[src/rtl/spi_sram_pkg.sv]
// Shared constants, FSM state type and frame builder for the SPI SRAM controller.
package spi_sram_pkg;

    localparam logic [7:0] SPI_CMD_READ   = 8'h03;
    localparam logic [7:0] SPI_CMD_WRITE  = 8'h02;
    localparam int         SPI_FRAME_BITS = 32;

    typedef enum logic [1:0] {
        IDLE  = 2'd0,
        SHIFT = 2'd1,
        DONE  = 2'd2
    } spi_state_e;

    // Reads carry a zero data byte; the SRAM drives MISO during that slot.
    function automatic logic [31:0] build_frame(input logic       we,
                                                input logic [15:0] addr,
                                                input logic [7:0]  wdata);
        logic [7:0] cmd;
        logic [7:0] data;
        if (we) begin
            cmd  = SPI_CMD_WRITE;
            data = wdata;
        end else begin
            cmd  = SPI_CMD_READ;
            data = 8'h00;
        end
        return {cmd, addr, data};
    endfunction

endpackage

[src/rtl/spi_sram_clk_div.sv]
// Half-phase tick generator: one-cycle tick every CLK_DIV clk cycles while en is high.
module spi_sram_clk_div #(
    parameter int CLK_DIV = 1
) (
    input  logic clk,
    input  logic rst,
    input  logic en,
    output logic tick
);
    localparam int CW = (CLK_DIV > 1) ? $clog2(CLK_DIV) : 1;

    logic [CW-1:0] cnt_r;
    logic          at_end_s;

    assign at_end_s = (cnt_r == CW'(CLK_DIV - 1));
    assign tick     = en & at_end_s;

    // Counter restarts from zero whenever the divider is disabled.
    always_ff @(posedge clk or posedge rst) begin
        if (rst) begin
            cnt_r <= '0;
        end else if (!en || at_end_s) begin
            cnt_r <= '0;
        end else begin
            cnt_r <= cnt_r + CW'(1);
        end
    end

endmodule

[src/rtl/spi_sram_ctrl.sv]
// SPI mode-0 master issuing single-byte READ/WRITE frames to a 64 KB SPI SRAM.
// Optional single-entry read cache enabled by defining SPI_SRAM_CTRL_LAST_BYTE_CACHE_EN.
module spi_sram_ctrl
    import spi_sram_pkg::*;
#(
    parameter int CLK_DIV = 1
) (
    input  logic        clk,
    input  logic        rst,
    input  logic        mem_req,
    input  logic        mem_we,
    input  logic [15:0] mem_addr,
    input  logic [7:0]  mem_wdata,
    output logic [7:0]  mem_rdata,
    output logic        mem_ready,
    output logic        mem_busy,
    output logic        spi_cs_n,
    output logic        spi_sclk,
    output logic        spi_mosi,
    input  logic        spi_miso
);
    localparam logic [5:0] LAST_PHASE = 6'(2 * SPI_FRAME_BITS - 1);

    spi_state_e  state_r;
    logic [31:0] frame_r;
    logic [5:0]  phase_r;
    logic [7:0]  rx_r;
    logic        we_r;
    logic        tick_s;
    logic        shift_en_s;
    logic        start_spi_s;
    logic [7:0]  rd_src_s;
    logic [31:0] start_frame_s;

    assign shift_en_s    = (state_r == SHIFT);
    assign start_frame_s = build_frame(mem_we, mem_addr, mem_wdata);

    spi_sram_clk_div #(
        .CLK_DIV(CLK_DIV)
    ) u_clk_div (
        .clk (clk),
        .rst (rst),
        .en  (shift_en_s),
        .tick(tick_s)
    );

`ifdef SPI_SRAM_CTRL_LAST_BYTE_CACHE_EN
    logic        cache_valid_r;
    logic [15:0] cache_tag_r;
    logic [7:0]  cache_data_r;
    logic [15:0] pend_addr_r;
    logic [7:0]  pend_wdata_r;
    logic        hit_r;
    logic        hit_s;

    assign hit_s       = mem_req & ~mem_we & cache_valid_r & (cache_tag_r == mem_addr);
    assign start_spi_s = mem_req & ~hit_s;
    assign rd_src_s    = hit_r ? cache_data_r : rx_r;

    // Tag/data capture: operands latched at acceptance, entry refreshed after each SPI frame.
    always_ff @(posedge clk or posedge rst) begin
        if (rst) begin
            cache_valid_r <= 1'b0;
            cache_tag_r   <= 16'h0000;
            cache_data_r  <= 8'h00;
            pend_addr_r   <= 16'h0000;
            pend_wdata_r  <= 8'h00;
            hit_r         <= 1'b0;
        end else if (state_r == IDLE && mem_req) begin
            hit_r        <= hit_s;
            pend_addr_r  <= mem_addr;
            pend_wdata_r <= mem_wdata;
        end else if (state_r == DONE && !hit_r) begin
            cache_valid_r <= 1'b1;
            cache_tag_r   <= pend_addr_r;
            cache_data_r  <= we_r ? pend_wdata_r : rx_r;
        end
    end
`else
    assign start_spi_s = mem_req;
    assign rd_src_s    = rx_r;
`endif

    // Transaction FSM: all SPI pins and requester handshakes are registered here.
    always_ff @(posedge clk or posedge rst) begin
        if (rst) begin
            state_r   <= IDLE;
            frame_r   <= 32'h0000_0000;
            phase_r   <= 6'd0;
            rx_r      <= 8'h00;
            we_r      <= 1'b0;
            mem_rdata <= 8'h00;
            mem_ready <= 1'b0;
            mem_busy  <= 1'b0;
            spi_cs_n  <= 1'b1;
            spi_sclk  <= 1'b0;
            spi_mosi  <= 1'b0;
        end else begin
            case (state_r)
                IDLE: begin
                    mem_ready <= 1'b0;
                    mem_busy  <= mem_req;
                    we_r      <= mem_req ? mem_we : we_r;
                    if (start_spi_s) begin
                        frame_r  <= start_frame_s;
                        phase_r  <= 6'd0;
                        spi_cs_n <= 1'b0;
                        spi_mosi <= start_frame_s[31];
                        state_r  <= SHIFT;
                    end else if (mem_req) begin
                        // Only reachable on a cache hit: skip the bus entirely.
                        state_r <= DONE;
                    end else begin
                        state_r <= IDLE;
                    end
                end
                SHIFT: begin
                    if (tick_s) begin
                        phase_r <= phase_r + 6'd1;
                        if (!phase_r[0]) begin
                            spi_sclk <= 1'b1;
                            rx_r     <= {rx_r[6:0], spi_miso};
                        end else begin
                            spi_sclk <= 1'b0;
                            frame_r  <= {frame_r[30:0], 1'b0};
                            if (phase_r == LAST_PHASE) begin
                                spi_mosi <= 1'b0;
                                state_r  <= DONE;
                            end else begin
                                spi_mosi <= frame_r[30];
                            end
                        end
                    end
                end
                DONE: begin
                    spi_cs_n  <= 1'b1;
                    mem_ready <= 1'b1;
                    if (!we_r) begin
                        mem_rdata <= rd_src_s;
                    end
                    state_r <= IDLE;
                end
                default: begin
                    spi_cs_n  <= 1'b1;
                    spi_sclk  <= 1'b0;
                    spi_mosi  <= 1'b0;
                    mem_ready <= 1'b0;
                    mem_busy  <= 1'b0;
                    state_r   <= IDLE;
                end
            endcase
        end
    end

endmodule

[config.mk]
export PLATFORM = sky130hd
export DESIGN_NAME = spi_sram_ctrl
export DESIGN_NICKNAME = d
export VERILOG_FILES = /design/src/rtl/spi_sram_pkg.sv /design/src/rtl/spi_sram_clk_div.sv /design/src/rtl/spi_sram_ctrl.sv
export SDC_FILE = /design/constraint.sdc
export NUM_CORES = 1
export LEC_CHECK = 0
export ABC_CLOCK_PERIOD_IN_PS = 5800
export BUFFER_PORTS_ARGS = -buffer_cell sky130_fd_sc_hd__buf_2
export CORE_ASPECT_RATIO = 1.5
export CORE_UTILIZATION = 60
export CTS_CLUSTER_DIAMETER = 50
export CTS_CLUSTER_SIZE = 30
export DETAILED_ROUTE_END_ITERATION = 8
export GPL_TIMING_DRIVEN = 0
export PLACE_DENSITY = 0.83
export SLEW_MARGIN = 30
export SYNTH_ARGS = -nofsm -noshare
export SYNTH_HDL_FRONTEND = slang
export SYNTH_SLANG_ARGS = --single-unit
[constraint.sdc]
create_clock -name clk -period 5.8 [get_ports clk]
set_input_delay 0.87 -clock clk [delete_from_list [all_inputs] [get_ports clk]]
set_output_delay 0.87 -clock clk [all_outputs]
set_load 0.02 [all_outputs]
-- Word level (Yosys, flattened, before mapping)
Index checks and enable logic that the tools add are counted.
- input bits: 29
- output and inout bits: 13
- word-level logic and storage cells: 70
- flip-flop bits (word level): 62
- add/sub/neg operators: 2
- bitwise gates (word level): 7
- equal/unequal tests: 7
- mux-type cells: 27
- reduce and logical (&&, ||, !) cells: 15
- operators by type and width (kind ; number):
    31-bit 2-to-1 mux ; 3
    31-bit one-hot mux with 2 select lines ; 1
    6-bit 2-to-1 mux ; 2
    6-bit one-hot mux with 2 select lines ; 1
    1-bit 2-to-1 mux ; 10
    3-bit AND reduction ; 3
    8-bit 2-to-1 mux ; 1
    2-bit inequality test, second input constant ; 4
    1-bit one-hot mux with 2 select lines ; 4
    2-bit AND reduction ; 4
    4-bit AND reduction ; 2
    6-bit by 1-bit adder with 6-bit output, second input constant ; 1
    6-bit equality test, second input constant ; 1
    2-bit 2-to-1 mux ; 3
    1-bit inverter ; 6
    2-bit one-hot mux with 2 select lines ; 1
    2-bit OR reduction ; 2
    1-bit one-hot mux with 3 select lines ; 1
    2-bit by 1-bit equality test with 1-bit output, second input constant ; 1
    2-bit equality test, second input constant ; 1
    2-bit logical NOT ; 1
    2-bit nonzero test ; 1
    1-bit adder, second input constant ; 1
    1-bit bitwise AND ; 1
    other kinds (2) ; 2

-- Depth between registers and ports, before layout
Gate-level depths: netlist (run 1).
- depth in word-level cells: 5
- gate-level depth with buffers: 8
- mapped depth without buffers: 5

-- Modules after synthesis
Synthesis (run 1) repeated with hierarchy kept, for this count alone.
- cell total of the unflattened synthesis: 229
- area, all modules: 2922.8 sq um
- by module, submodules not included (module ; times used ; cells an instance ; sequential area each (sq um) ; area each (sq um)):
    spi_sram_ctrl ; 1 ; 225 ; 1527.7 ; 2876.5
    spi_sram_clk_div ; 1 ; 4 ; 25.0 ; 46.3

-- Worst setup path after synthesis (run 1)
No wires, ideal clock.
- path type: input -> register
- start point: input port mem_req
- end point: register frame_r[1]
- path slack: 3941 ps
- path buffers: 1
- data required time: 5675 ps
- cell stages on the path: 4
- setup time: 125 ps
- arrival time: 1734 ps
- path through: mux2i_2 > a21oi_4 > buf_6 > mux2_2
- cells in the longest elaborated chain, start to end: 2
- RTL lines (element ; line ; source):
    start: declaration ; spi_sram_ctrl.sv:10 ; input logic mem_req,
    2-bit inequality test (no line) ; n/a ;
    4-bit AND reduction (no line) ; n/a ;
    end signal: assignment ; spi_sram_ctrl.sv:105 ; frame_r <= start_frame_s;
    end signal: assignment ; spi_sram_ctrl.sv:125 ; frame_r <= {frame_r[30:0], 1'b0};
    end: declaration ; spi_sram_ctrl.sv:25 ; logic [31:0] frame_r;
Every way passes these cells.
A chain may end at the register's enable or synchronous reset.

-- Worst setup path after layout (run 1)
- start point: register state_r[0]
- end point: register frame_r[19]
- cells in the longest elaborated chain, start to end: 4
- elaborated cells on any way between the ends: 9
- those cells by class: eq/ne (4); mux (1); bitwise (1); reduce/logical (3)
- RTL lines (element ; line ; source):
    start: declaration ; spi_sram_ctrl.sv:24 ; spi_state_e state_r;
    start signal: assignment ; spi_sram_ctrl.sv:87 ; state_r <= IDLE;
    start signal: assignment ; spi_sram_ctrl.sv:109 ; state_r <= SHIFT;
    start signal: assignment ; spi_sram_ctrl.sv:112 ; state_r <= DONE;
    2-bit by 1-bit equality test with 1-bit output ; spi_sram_ctrl.sv:35, spi_sram_ctrl.sv:99 ;
    1-bit bitwise AND ; spi_sram_clk_div.sv:16 ; assign tick = en & at_end_s;
    2-bit inequality test (no line) ; n/a ;
    4-bit AND reduction (no line) ; n/a ;
Several ways; a longest one is shown, not always the timed one.

==> flow_summary.yaml, run 1 <==
status:
  status: "finished clean"
cts:
  cts_tree: "done"
  clock-sinks: 62
  cts_hold_buffers: 0
  numCtsBuffers: 9
  h-tree-depth: 3
  clk_path_buf_depth: 2
  cts_setup_buffers: 0
  clk_latency_ns: 0.34
  clockRootBuffer: "clkbuf_8"
  ctsResizeCount: 0
  clkTransAtPathRegs_ns: 0.06
yosys:
  synth_top_family_by_area: "multiplexers"
  yosys-top-cells-area: "dfrtp_1, mux2_2, mux2i_1"
  synth_xor_area_share_pct: 0
  synthArstFlopShare_pct: 100.0
  synth_mux_area_share_pct: 26.05
  synth-edff-count: 0
  yosysUniqueCellTypes: 33
  synth_nets: 261
  yosys.area.top_type_share_pct: 52.70
  synth_compound_area_share_pct: 6.739
  synthesis.area_um2: 2897
  yosysSeqAreaShare_pct: 53.61
  synth_seq_cells: 62
  yosys_warnings: 0
  syn_avg_cell_area_um2: 12.70
  synthAdderAreaFrac_pct: 1.728
  syn_inst: 228
  ys_dominant_reg_cell: "dfrtp_1"
  yosysTopAreaCell: "dfrtp_1"
  synth-simple-area-share_pct: 7.430
timing:
  min_period_over_period_pct: 35.81
  slew_headroom_pct: 58.33
  worst_clock_skew_ns: 0.005900
  fmax_mhz: 481.4
  finalSetupViolCount: 0
  period_needed_ns: 2.077
  finalHoldViolCount: 0
  worstMarginPinSlew_ns: 0.6217
  slew_viol_final: 0
  rsz0062_at_grt: "false"
  setup_tns_ns: 0
final_layout:
  antenna_cells: 0
  mostFrequentLayoutCell: "dfrtp_1"
  fin_cells: 349
  fill_cells: 347
  design_area_um2: 3400
  final_nets: 314
  drive_gt1_share_pct: 44.56
  syn_to_final_growth_pct: 17.36
  layout_common_cells: "dfrtp_1, mux2_2, buf_2"
  final_util_pct: 74.24
  multi_input_area_um2: 1219
  seq_area_um2: 1553
drt:
  totalWireLength_mm: 5.104
  via_per_inst: 5.378
  drt_iter0_drc: 90
  first_pass_iters: 4
  antenna_left: 0
  vias: 1877
  wire_per_inst_um: 14.62
  drc_errors: 0
worst_setup_path:
  cp_max_fo: 10
  critical_path_required_ns: 6.03
  crit_arrival_ns: 2.30
  startpoint_type: "register"
  path_class: "register to register"
  endpoint_kind: "register"
grt:
  grt_pass1_wl_mm: 8.797
  overflow: 0
  met2_usage_pct: 38.33
  grt_use_met1_pct: 27.46
  grt-busiest-layer: "met2"
  grt_max_degree: 50
  grt_pass1_vias: 1956
  grtUsageMet3_pct: 8.024
  antenna_found_initial: 0
  grt_use_total_pct: 23.67
die:
  io_pins: 42
  die_area_um2: 5115
  initial_core_util_pct: 63.25
  core_um2: 4579
  die-width_um: 58.73
  chipHeight_um: 87.10
  row_count: 30
placement:
  dpl-instance-area_um2: 3212
  globalplace.congestion: 0.8211
  place_inst: 334
  io_buffer_count: 41
  hpwlAfterDp_mm: 3.530
pwr:
  ir_worst_vdd_uv: 338.4
  leakagePower_uw: 0.001595
  powerDensity_nw_per_um2: 471.7
hold_path:
  hp-class: "primary input to async pin"
job:
  drv_cap: 0
-- logic make-up after synthesis --
group / count (synthesis)
DFF: 62
muxes: 68
other: 1
and+or+nand+nor: 40
adders and majority gates: 4
buffers and inverters: 26
AOI/OAI and AO/OA: 27
-- metrics by stage --
step	setup WS [ns]	hold WS [ns]	power [uW]
finish	3.723	0.4405	1604
global placement	2.645	0.4617	1217
floorplan	3.390	0.4749	1120
detailed placement	3.585	0.4684	1250
global route	3.586	0.4427	1710
CTS	3.709	0.4339	1620
-- state kept, by name, summed over array words and instances (netlist names) --
signal and count:
frame_r 31, mem_busy 1, mem_rdata 8, mem_ready 1, phase_r 6, rd_src_s 8
spi_cs_n 1, spi_mosi 1, spi_sclk 1, state_r 2, u_clk_div.cnt_r 1, we_r 1
-- area by class of cell --
cell class	instances	area share (%)
clock inverter	5	1.472
sequential	62	45.68
multi-input combinational	140	35.85
tap	64	2.356
buffer	12	2.135
timing repair buffer	42	6.846
clock buffer	10	4.049
inverter	14	1.619
-- report_power, final --
group          leakage [uW]  internal, uW  switching [uW]  total (uW)
clock              0.000102           204             160         365
sequential         0.000786           586            92.4         679
combinational      0.000707           307             253         560
total               0.00159          1100             506        1600
-- worst paths after layout --
| path | from | to | slack (ns) | depth (start not counted) |
|---|---|---|---|---|
| max | state_r[0] | frame_r[19] | 3.72 | 6 |
| min | rst | mem_rdata[2] | 0.44 | 2 |
| max reg2reg | state_r[0] | frame_r[19] | 3.72 | 6 |
| min reg2reg | mem_busy | mem_busy | 0.47 | 2 |
| max in group asynchronous | rst | spi_cs_n | 4.82 | 3 |
| min in group clk | mem_busy | mem_busy | 0.47 | 2 |
-- worst max-delay path: stages (launching register included) --
cell and delay, ns:
dfrtp_1 0.39, inv_1 0.11, ha_1 0.30, mux2i_2 0.57, a21oi_4 0.12, buf_6 0.19
mux2_2 0.28
-- cells in the mapped netlist, types with 2 or more instances --
master and count:
a21boi_1 2, a21oi_1 2, a22o_1 6, and2_1 2, buf_2 4, buf_6 3, clkbuf_1 4, dfrtp_1 61
ha_1 4, inv_1 14, mux2_2 56, mux2i_1 11, nand2_1 15, nand2b_1 3, nand3_1 3, nand3b_1 2
nand4_1 2, nor2_1 2, nor2b_1 3, nor4_1 3, o21ai_0 10, o21ba_2 2, o31ai_1 2, or4_1 3
-- layer usage --
layer,routed length [um],vias to the layer above
met5,0,-
met4,136,0
met3,237,13
met2,2617,49
met1,2113,909
li1,-,906
No activity file was read; power rests on OpenSTA's default activity.
==> inputs of run 2 (changes only) <==
- ABC_CLOCK_PERIOD_IN_PS: 5800 -> 1820
- CORE_UTILIZATION: 60 -> 51
- PLACE_DENSITY: 0.83 -> 0.75
- clock period: 5.8 -> 1.82 ns (I/O delays scaled with it)
==> run 2 against run 1 <==
  * Sequential cell count did not move
  * Total power rose to 3.3 times the previous value
  * First-iteration DRC count rose by 7.8%
  * Wire length rose by 3.0%
  * Highest routed layer unchanged
==> flow_summary.yaml, run 2 (synthesis gave the netlist of run 1 again) <==
status:
  status: "finished clean"
die:
  chipHeight_um: 94.30
  row_count: 33
  io_pins: 42
  die_area_um2: 5991
  die-width_um: 63.54
  initial_core_util_pct: 53.15
  core_um2: 5450
grt:
  grt_max_degree: 38
  grt_use_total_pct: 19.61
  antenna_found_initial: 0
  grt_pass1_vias: 1956
  grt_pass1_wl_mm: 8.707
  overflow: 0
pwr:
  total_power_uw: 5342
  leakagePower_uw: 0.001651
  ir_worst_vdd_uv: 1010
  powerDensity_nw_per_um2: 1509
final_layout:
  regMostFlops: "frame_r"
  syn_to_final_growth_pct: 22.20
  layout_common_cells: "dfrtp_1, mux2_2, buf_2"
  mostFrequentLayoutCell: "dfrtp_1"
  final_nets: 320
  antenna_cells: 0
  largest_register_ffs: 31
  drive_gt1_share_pct: 48.29
placement:
  globalplace.congestion: 0.8290
  io_buffer_count: 41
  place_ws_ns: -0.2476
  hpwlAfterDp_mm: 3.536
cts:
  clkTransAtPathRegs_ns: 0.07
  clock-sinks: 62
  clk_latency_ns: 0.34
  cts_tree: "done"
  clockRootBuffer: "clkbuf_8"
  h-tree-depth: 3
  numCtsBuffers: 9
  clk_path_buf_depth: 2
drt:
  antenna_left: 0
  totalWireLength_mm: 5.259
  via_per_inst: 5.323
  vias: 1927
  wire_per_inst_um: 14.53
  drc_errors: 0
  drt_iter0_drc: 97
  first_pass_iters: 4
worst_setup_path:
  crit_arrival_ns: 1.99
  endpoint_kind: "register"
  cp_max_fo: 10
  critical_path_required_ns: 2.04
  startpoint_type: "register"
  path_class: "register to register"
job:
  drv_cap: 0
timing:
  finalHoldViolCount: 0
  min_period_over_period_pct: 97.11
  setup_tns_ns: 0
  finalSetupViolCount: 0
  period_needed_ns: 1.767
  fin_ws_ns: 0.05267
  worst_clock_skew_ns: 0.008060
  fmax_mhz: 565.8
  slew_viol_final: 0
  rsz0062_at_grt: "true"
hold_path:
  hp-class: "primary input to register"
run 2: power breakdown:
group	total [uW]	switching [uW]	leakage, uW	internal (uW)
registers	2150	280	0.000786	1870
clock network	1210	506	0.000106	700
logic	1990	863	0.000759	1120
total	5340	1650	0.00165	3690
run 2: path summary, 6_finish.rpt:
kind                            cells after the start           to  slack (ns)        from
worst min register to register                      2     mem_busy        0.47    mem_busy
worst max register to register                      7   frame_r[8]        0.05  state_r[1]
max in group asynchronous                           4     spi_cs_n        0.79         rst
min in group asynchronous                           3   frame_r[1]        0.46         rst
worst max-delay path                                7   frame_r[8]        0.05  state_r[1]
worst min-delay path                                2  rd_src_s[0]        0.17    spi_miso
run 2: per-stage QoR:
step | instances | cell area, um2 | hold slack, ns | util [%]
6_report | 362 | 3540 | 0.1701 | 64.94
5_1_grt | 362 | 3540 | 0.1772 | 64.94
4_1_cts | 359 | 3477 | 0.1585 | 63.80
3_5_place_dp | 340 | 3212 | 0.2770 | 58.93
3_3_place_gp | 339 | 3189 | 0.4616 | 58.52
2_1_floorplan | 228 | 2897 | 0.4101 | -
run 2: timing repair:
action / 4_1_cts / 5_1_grt
setup endpoints to repair: 51 / 29
setup buffers: 2 / 4
gates resized for setup: 8 / 10
pin swaps: 1 / 3
hold endpoints to repair: 25 / 0
hold buffers: 1 / 0
run 2: layout make-up:
cell class                 instances  area [um2]
multi-input combinational        140        1259
timing repair buffer              49       296.5
clock inverter                     4       45.04
buffer                            11       88.84
tap                               70       87.58
sequential                        62        1553
fill                             467        1911
clock buffer                      12       155.1
inverter                          14       55.05
run 2: critical path, stage by stage (launching register included):
cell and delay, ns:
dfrtp_1 0.36, inv_2 0.06, ha_2 0.17, buf_6 0.14
buf_4 0.14, a21oi_4 0.24, buf_6 0.19, mux2_2 0.34
run 2: metal layers:
layer / global-route usage, % / part of all wire, % / vias to the layer above
li1: - / - / 916
met1: 22.28 / 43 / 949
met2: 30.94 / 49 / 43
met3: 5.340 / 3.4 / 19
met4: 15.53 / 4.2 / 0
met5: 0 / 0 / -
==> inputs of run 3 (changes only) <==
- ABC_AREA: unset -> 1
==> run 3 against run 2 <==
  * Critical path type unchanged
  * Die area is 1.9% lower
  * Critical path depth is 2 higher
  * Area after synthesis is 1.9% lower
  * Sequential share of layout area is 1.3 points higher
  * Non-clock buffer count is 3 lower
  * Total power is 20% higher
  * First-iteration DRC count is 120% higher
  * Largest cell class unchanged
  * Clock-buffer cell count is 2 higher
  * Critical endpoint is now frame_r[17]
  * Final area is 2.9% lower
==> flow_summary.yaml, run 3 <==
final_layout:
  drive_gt1_share_pct: 22.69
  design_area_um2: 3438
  largest_register_ffs: 31
  antenna_cells: 0
  layout_common_cells: "nand2_1, dfrtp_1, buf_2"
  fill_cells: 456
  regMostFlops: "frame_r"
  final_nets: 429
  syn_to_final_growth_pct: 21.00
  fin_cells: 469
  mostFrequentLayoutCell: "nand2_1"
yosys:
  synthArstFlopShare_pct: 100.0
  ys_dominant_reg_cell: "dfrtp_1"
  synth_seq_cells: 62
  yosys_warnings: 0
  synth_common_cells: "nand2_1, dfrtp_1, o21ai_0, inv_1, nand3_1"
  syn_inst: 342
  synth-edff-count: 0
  yosysTopAreaCell: "dfrtp_1"
  yosysUniqueCellTypes: 27
  yosysSeqAreaShare_pct: 54.65
  yosys.area.top_type_share_pct: 53.72
  syn_avg_cell_area_um2: 8.308
  synth_nets: 375
  yosys-top-cells-area: "dfrtp_1, nand2_1, o21ai_0"
  synthesis.area_um2: 2841
  synth_most_common_cell: "nand2_1"
timing:
  setup_tns_ns: 0
  period_needed_ns: 1.661
  finalHoldViolCount: 0
  fin_ws_ns: 0.1587
  whs_ns: 0.1852
  fmax_mhz: 602.0
  min_period_over_period_pct: 91.28
  slew_viol_final: 0
  finalSetupViolCount: 0
  worst_clock_skew_ns: 0.008298
cts:
  numCtsBuffers: 9
  clk_latency_ns: 0.35
  h-tree-depth: 3
  cts_tree: "done"
  clkTransAtPathRegs_ns: 0.07
  clk_path_buf_depth: 2
  clock-sinks: 62
  clockRootBuffer: "clkbuf_8"
worst_setup_path:
  worstReg2RegStart: "state_r[0]"
  endpoint_kind: "register"
  r2r-end: "frame_r[17]"
  crit_path_frequent_cell: "nand2_1"
  startpoint_type: "register"
  rr_worst_depth: 9
  critical_path_required_ns: 2.05
  rrSetupSlack_ns: 0.16
  crit_arrival_ns: 1.90
  max_stage_delay_ns: 0.37
  path_class: "register to register"
  crit_chain: "inv_1 -> ha_1 -> nand2_1 -> nand2_2 -> nor2_8 -> inv_4 -> buf_4 -> nand2_1 -> nand2_1"
  cp_max_fo: 10
  critPathSlowestCell: "dfrtp_1"
grt:
  grt_max_degree: 47
  grt_pass1_vias: 2328
  grt_use_total_pct: 23.31
  met2_usage_pct: 37.81
  grt_use_met1_pct: 28.23
  grt-busiest-layer: "met2"
  antenna_found_initial: 0
  grtUsageMet3_pct: 4.024
  overflow: 0
  grt_pass1_wl_mm: 10.39
placement:
  dpl-instance-area_um2: 3162
  globalplace.congestion: 0.7699
  place_ws_ns: 0.03670
  io_buffer_count: 41
  hpwlAfterDp_mm: 3.937
  place_inst: 452
drt:
  vias: 2341
  drc_errors: 0
  first_pass_iters: 4
  antenna_left: 0
  drt_iter0_drc: 210
  wire_per_inst_um: 12.74
  via_per_inst: 4.991
  totalWireLength_mm: 5.976
pwr:
  ir_worst_vdd_uv: 975.9
  powerDensity_nw_per_um2: 1868
  leakagePower_uw: 0.001852
status:
  status: "finished clean"
die:
  io_pins: 42
  die-width_um: 62.95
  chipHeight_um: 93.42
  row_count: 32
  die_area_um2: 5880
  core_um2: 5245
  initial_core_util_pct: 54.17
hold_path:
  hold_start: "mem_wdata[0]"
  holdPathStages: 3
  hp-class: "primary input to register"
  hold_end: "frame_r[0]"
job:
  drv_cap: 0
==> run 3: worst max-delay path by stage <==
stage / depth (start not counted) / to / startpoint / slack (ns)
after floorplan: 1 / frame_r[0] / rst / 0.007
after global placement: 2 / frame_r[3] / rst / -0.80
after detailed placement: 7 / mem_rdata[4] / state_r[0] / 0.04
after CTS: 7 / mem_rdata[3] / state_r[0] / 0.02
after global routing: 10 / frame_r[0] / state_r[0] / -0.01
final: 9 / frame_r[17] / state_r[0] / 0.16
==> run 3: cells by family (layout without fill, tap and decap cells) <==
group,count (synthesis),count (layout),synth area share (%)
flip-flops,62,62,54.65
other,1,1,0.1320
adder cells (fa/ha/maj),4,4,1.761
AND/OR/NAND/NOR,190,190,27.08
AO/OA/AOI/OAI,49,49,10.30
buffers and inverters,36,95,6.077
==> run 3: layout make-up <==
type | count | area [um2] | share of cell area, %
Multi-Input combinational cell | 244 | 1119 | 32.53
Clock buffer | 14 | 192.7 | 5.604
Timing Repair Buffer | 44 | 250.2 | 7.278
Tap cell | 68 | 85.08 | 2.475
Inverter | 22 | 91.34 | 2.656
Sequential cell | 62 | 1553 | 45.16
Buffer | 13 | 87.58 | 2.547
Clock inverter | 2 | 60.06 | 1.747
==> run 3: power breakdown <==
| group | switching (uW) | total (uW) | internal, uW |
|---|---|---|---|
| Combinational | 1780 | 2710 | 929 |
| Clock | 541 | 1500 | 959 |
| Sequential | 283 | 2220 | 1930 |
| Total | 2600 | 6420 | 3820 |
==> run 3: per-layer routing <==
layer / up-vias / wire length, um
li1: 1179 / -
met3: 15 / 165
met5: - / 0
met2: 36 / 3082
met1: 1111 / 2563
met4: 0 / 164
==> run 3: per-stage QoR <==
stage | power [uW] | util, %
global route | 6928 | 65.55
detailed placement | 4867 | 60.28
finish | 6423 | 65.55
CTS | 6418 | 65.29
global placement | 4775 | 59.71
floorplan | 4189 | -
==> run 3: critical path, delay by kind of cell, from the launching register on <==
kind,cells,cell delay [ns]
DFF,1,0.37
adders and majority gates,1,0.24
buffers and inverters,3,0.34
and+or+nand+nor,5,0.60
==> run 3: what timing repair did <==
item | in CTS | in global routing
setup buffers | 0 | 1
hold endpoints to repair | 15 | 0
hold buffers | 1 | 0
endpoints found under the setup margin | 0 | 29
resized for setup | 0 | 5
